==> src/rtl/four_bit_1x2_demux_stream_pkg.sv <==
// Shared widths and slot state encoding for the four-bit 1-to-2 streaming demux.
package four_bit_1x2_demux_stream_pkg;

  localparam int DEFAULT_WIDTH = 4;
  localparam int DEFAULT_CNT_W = 8;

  typedef enum logic {
    EMPTY = 1'b0,
    FULL  = 1'b1
  } slot_state_t;

endpackage

==> src/rtl/four_bit_1x2_demux_stream_slot.sv <==
// One-entry output slot: register slice, EMPTY/FULL FSM and delivered-word counter.
module four_bit_1x2_demux_stream_slot
  import four_bit_1x2_demux_stream_pkg::*;
#(
  parameter int WIDTH = DEFAULT_WIDTH,
  parameter int CNT_W = DEFAULT_CNT_W
) (
  input  logic             Clk,
  input  logic             Rst_n,
  input  logic             Fill,
  input  logic [WIDTH-1:0] Data_In,
  input  logic             Ready,
  output logic [WIDTH-1:0] Data_Out,
  output logic             Valid,
  output logic [CNT_W-1:0] Count,
  output logic             Can_Fill
);

  slot_state_t state, state_next;
  logic        drain;

  assign Valid    = (state == FULL);
  assign drain    = Valid && Ready;
  // A full slot can take a new word only in the cycle its current word leaves.
  assign Can_Fill = (state == EMPTY) || drain;

  always_ff @(posedge Clk or negedge Rst_n) begin
    if (!Rst_n) begin
      state <= EMPTY;
    end else begin
      state <= state_next;
    end
  end

  always_comb begin
    state_next = state;
    case (state)
      EMPTY: if (Fill) state_next = FULL;
      FULL:  if (drain && !Fill) state_next = EMPTY;
    endcase
  end

  always_ff @(posedge Clk or negedge Rst_n) begin
    if (!Rst_n) begin
      Data_Out <= '0;
      Count    <= '0;
    end else begin
      if (Fill) Data_Out <= Data_In;
      if (drain) Count <= Count + 1'b1;
    end
  end

endmodule

==> src/rtl/four_bit_1x2_demux_stream.sv <==
// Streaming 1-to-2 demux: steers each accepted input word into one of two output slots.
module four_bit_1x2_demux_stream
  import four_bit_1x2_demux_stream_pkg::*;
#(
  parameter int WIDTH = DEFAULT_WIDTH,
  parameter int CNT_W = DEFAULT_CNT_W
) (
  input  logic             Clk,
  input  logic             Rst_n,
  input  logic [WIDTH-1:0] In,
  input  logic             In_Valid,
  output logic             In_Ready,
  input  logic             Select,
  output logic [WIDTH-1:0] Out_0,
  output logic             Out_0_Valid,
  input  logic             Out_0_Ready,
  output logic [WIDTH-1:0] Out_1,
  output logic             Out_1_Valid,
  input  logic             Out_1_Ready,
  output logic [CNT_W-1:0] Count_0,
  output logic [CNT_W-1:0] Count_1
);

  logic can_fill_0, can_fill_1;
  logic accept, fill_0, fill_1;

  // Ready looks only at the selected slot, so it never depends on In_Valid.
  assign In_Ready = Rst_n && (Select ? can_fill_1 : can_fill_0);
  assign accept   = In_Valid && In_Ready;
  assign fill_0   = accept && !Select;
  assign fill_1   = accept && Select;

  four_bit_1x2_demux_stream_slot #(
    .WIDTH(WIDTH),
    .CNT_W(CNT_W)
  ) u_slot_0 (
    .Clk     (Clk),
    .Rst_n   (Rst_n),
    .Fill    (fill_0),
    .Data_In (In),
    .Ready   (Out_0_Ready),
    .Data_Out(Out_0),
    .Valid   (Out_0_Valid),
    .Count   (Count_0),
    .Can_Fill(can_fill_0)
  );

  four_bit_1x2_demux_stream_slot #(
    .WIDTH(WIDTH),
    .CNT_W(CNT_W)
  ) u_slot_1 (
    .Clk     (Clk),
    .Rst_n   (Rst_n),
    .Fill    (fill_1),
    .Data_In (In),
    .Ready   (Out_1_Ready),
    .Data_Out(Out_1),
    .Valid   (Out_1_Valid),
    .Count   (Count_1),
    .Can_Fill(can_fill_1)
  );

endmodule

==> config.mk <==
export PLATFORM = sky130hd
export DESIGN_NAME = four_bit_1x2_demux_stream
export DESIGN_NICKNAME = d
export VERILOG_FILES = /design/src/rtl/four_bit_1x2_demux_stream_pkg.sv /design/src/rtl/four_bit_1x2_demux_stream_slot.sv /design/src/rtl/four_bit_1x2_demux_stream.sv
export SDC_FILE = /design/constraint.sdc
export NUM_CORES = 1
export LEC_CHECK = 0
export ABC_AREA = 1
export BUFFER_PORTS_ARGS = -buffer_cell sky130_fd_sc_hd__buf_2
export CAP_MARGIN = 20
export CORE_MARGIN = 8
export CORE_UTILIZATION = 50
export CTS_BUF_LIST = sky130_fd_sc_hd__clkbuf_8 sky130_fd_sc_hd__clkbuf_16
export CTS_CLUSTER_DIAMETER = 120
export DETAILED_ROUTE_END_ITERATION = 7
export GPL_ROUTABILITY_DRIVEN = 1
export PLACE_DENSITY = 0.82
export SYNTH_ARGS = -nofsm -noshare
export SYNTH_HDL_FRONTEND = slang
export SYNTH_HIERARCHICAL = 1
export SYNTH_SLANG_ARGS = --single-unit
==> constraint.sdc <==
create_clock -name Clk -period 1.5 [get_ports Clk]
set_input_delay 0.3 -clock Clk [delete_from_list [all_inputs] [get_ports Clk]]
set_output_delay 0.3 -clock Clk [all_outputs]
set_load 0.03 [all_outputs]
==> impl_metrics.toml <==
[synth]
yosysSeqAreaShare_pct = 53.3
ys_ff_latch = 26
synthesis.area_um2 = 1220
avgSynthCellArea_um2 = 8.72
yosys_warnings = 6
syn-num-nets = 152
netlist_instances = 140
synth_cell_types = 16

[detailed_routing]
drt-total-wl_um = 2970
ant_nets = 0
vias = 1061
vias_per_cell = 4.91
drc_errors = 0
wl_per_cell_um = 13.7
drt-initial-drc-count = 62
first_pass_iters = 4

[pwr]
power.switching_w = 0.000941
pwr-share-comb_pct = 37.8
p_leak_nw = 0.884
seqPwrFrac_pct = 45.3
switching_share_pct = 42.1
power.density_nw_per_um2 = 1450
irDropWorstVdd_mv = 0.965
p_clk_share_pct = 16.9
p_int_w = 0.00129

[clocking]
clock_latency_ns = 0.26
cts_tree = "built"
numCtsBuffers = 3
root_buffer = "clkbuf_8"
cts_sinks = 26
htreeDepth = 1
cts_max_path_buffers = 2
clk_pin_slew_ns = 0.09

[critical_path]
cp-end-kind = "output port"
r2r_start = "u_slot_0/Valid"
cp-startpoint = "u_slot_0/Valid"
cp.arrival_ns = 1.15
worst_setup_path_start_kind = "flip-flop"
r2r_slack_ns = 0.27
worstSetupPathType = "reg2out"
reg2reg_to = "u_slot_0/Count[1]"
endpoint = "In_Ready"
cp.required_ns = 1.20
critPathMaxFanout = 2
reg2regPathDepth = 4

[timing]
max_freq_mhz = 689
setup_viol_count_final = 0
hold_viol = 0
slew_headroom_pct = 81.7
skew_ns = 0.00213
timing.final.crit_share_pct = 96.7
drv_slew = 0
period_minus_slack_ns = 1.45
worst-slew-pin-transition_ns = 0.275

[floorplanning]
core_region_area_um2 = 2390
die-area_um2 = 4280
start_util_pct = 51.2
io_pins = 37
die_x_um = 65.4
placementRows = 18
die_y_um = 65.4

[grt]
grt_max_degree = 22
grt_pass1_vias = 1123
antenna_found_initial = 0
grt_use_total_pct = 13.7
grt.met3_usage_pct = 3.23
grtUsageMet1_pct = 15.2
grtUsageMet2_pct = 25.3
grt-busiest-layer = "met2"
gr-total-overflow = 0
grt_pass1_wl_um = 4710

[final_layout]
design_area_um2 = 1540
fin_cells = 216
antenna_cells = 0
area_growth_syn_to_layout_pct = 26.4
register_area_um2 = 651
fin_nets = 200
final_common_cell = "nand2_1"
layout-drive-gt1-share_pct = 31.2
utilization_pct = 64.7
multiInputGateArea_um2 = 498
final_cell_mix = "nand2_1, buf_2, dfrtp_1, inv_1, buf_4"
nFillCells = 234

[run_status]
status = "completed"

[place]
hpwl_um = 2270
dpl.cell_count = 209
io_buffer_count = 36
place_area_um2 = 1460
gp_congestion = 0.726

[hold_path]
hold_path_class = "in2async"

[flow_run]
timing.max_cap.violations = 0
## stage by stage
step / hold slack, ns / setup slack, ns / power, W / TNS, ns
final: 0.0809 / 0.0490 / 0.00224 / 0
after global routing: 0.101 / -0.00303 / 0.00234 / -0.00303
after CTS: 0.0760 / 0.0294 / 0.00224 / 0
after detailed placement: 0.149 / 0.205 / 0.00185 / 0
after global placement: 0.140 / 0.269 / 0.00180 / 0
after floorplan: 0.00441 / 0.00678 / 0.00155 / 0
## layout make-up
class	count	area share, %
clock buffers	3	2.67
well taps	30	2.43
inverters	21	5.11
repair buffers	43	15.4
multi-input cells	93	32.3
flip-flops and latches	26	42.1
## layer usage
| metal | part of all wire, % | wire length (um) |
|---|---|---|
| met2 | 50 | 1490 |
| met3 | 5.2 | 154 |
| met5 | 0 | 0 |
| met1 | 44 | 1310 |
| met4 | 0.57 | 17 |
## worst min path at each step
| stage | startpoint | to |
|---|---|---|
| 2_1_floorplan | Rst_n | u_slot_0/Count[0] |
| 3_3_place_gp | Rst_n | u_slot_0/Data_Out[2] |
| 3_5_place_dp | Rst_n | u_slot_0/Data_Out[2] |
| 4_1_cts | Rst_n | u_slot_0/Count[1] |
| 5_1_grt | Rst_n | u_slot_0/Count[4] |
| 6_report | Rst_n | u_slot_0/Count[0] |
## synthesized netlist by cell type
master | n | area share [%]
nand2_1 | 57 | 18
dfrtp_1 | 26 | 53
inv_1 | 19 | 5.8
nand3_1 | 6 | 2.5
nand2_2 | 4 | 2.0
nor2_1 | 4 | 1.2
nor2_4 | 4 | 3.7
xnor2_1 | 4 | 2.9
xor2_1 | 4 | 2.9
ha_1 | 2 | 2.0
inv_2 | 2 | 0.61
mux2_1 | 2 | 1.8
nand3b_1 | 2 | 1.2
nand4_1 | 2 | 1.0
a21boi_0 | 1 | 0.61
nand3_2 | 1 | 0.82
## cells by family after synthesis
group	synth area share, %
and+or+nand+nor	30.0
DFF	53.3
buffers and inverters	6.46
xor gates and xnor gates	5.74
muxes	1.84
adders and majority gates	2.05
AOI/OAI and AO/OA	0.615
## power by group through the flow
stage          Combinational, W  Sequential [W]  Clock, W
2_1_floorplan          0.000226         0.00133         0
3_3_place_gp           0.000782         0.00102         0
3_5_place_dp           0.000824         0.00102         0
4_1_cts                0.000843         0.00101  0.000385
5_1_grt                0.000894         0.00103  0.000415
6_report               0.000845         0.00101  0.000378
## critical path: stages, from the launching register on
cell and delay, ns:
dfrtp_1 0.39, nand2_1 0.10, nand2_2 0.08, a21boi_2 0.15
buf_4 0.18
## timing repair
item / 4_1_cts / 5_1_grt
setup buffers: 2 / 1
hold buffers: 1 / 0
cloned: 0 / 0
gates resized for setup: 1 / 2
pin swaps: 0 / 2
hold endpoints to repair: 5 / 0
setup endpoints to repair: 1 / 1
## flip-flops by register name (all words and copies together), names as in the netlist
signal,cells
u_slot_0/Valid,1
u_slot_0/Data_Out,4
u_slot_1/Count,8
u_slot_1/Valid,1
u_slot_1/Data_Out,4
u_slot_0/Count,8
Note: power is estimated with default switching activity, not from simulation.
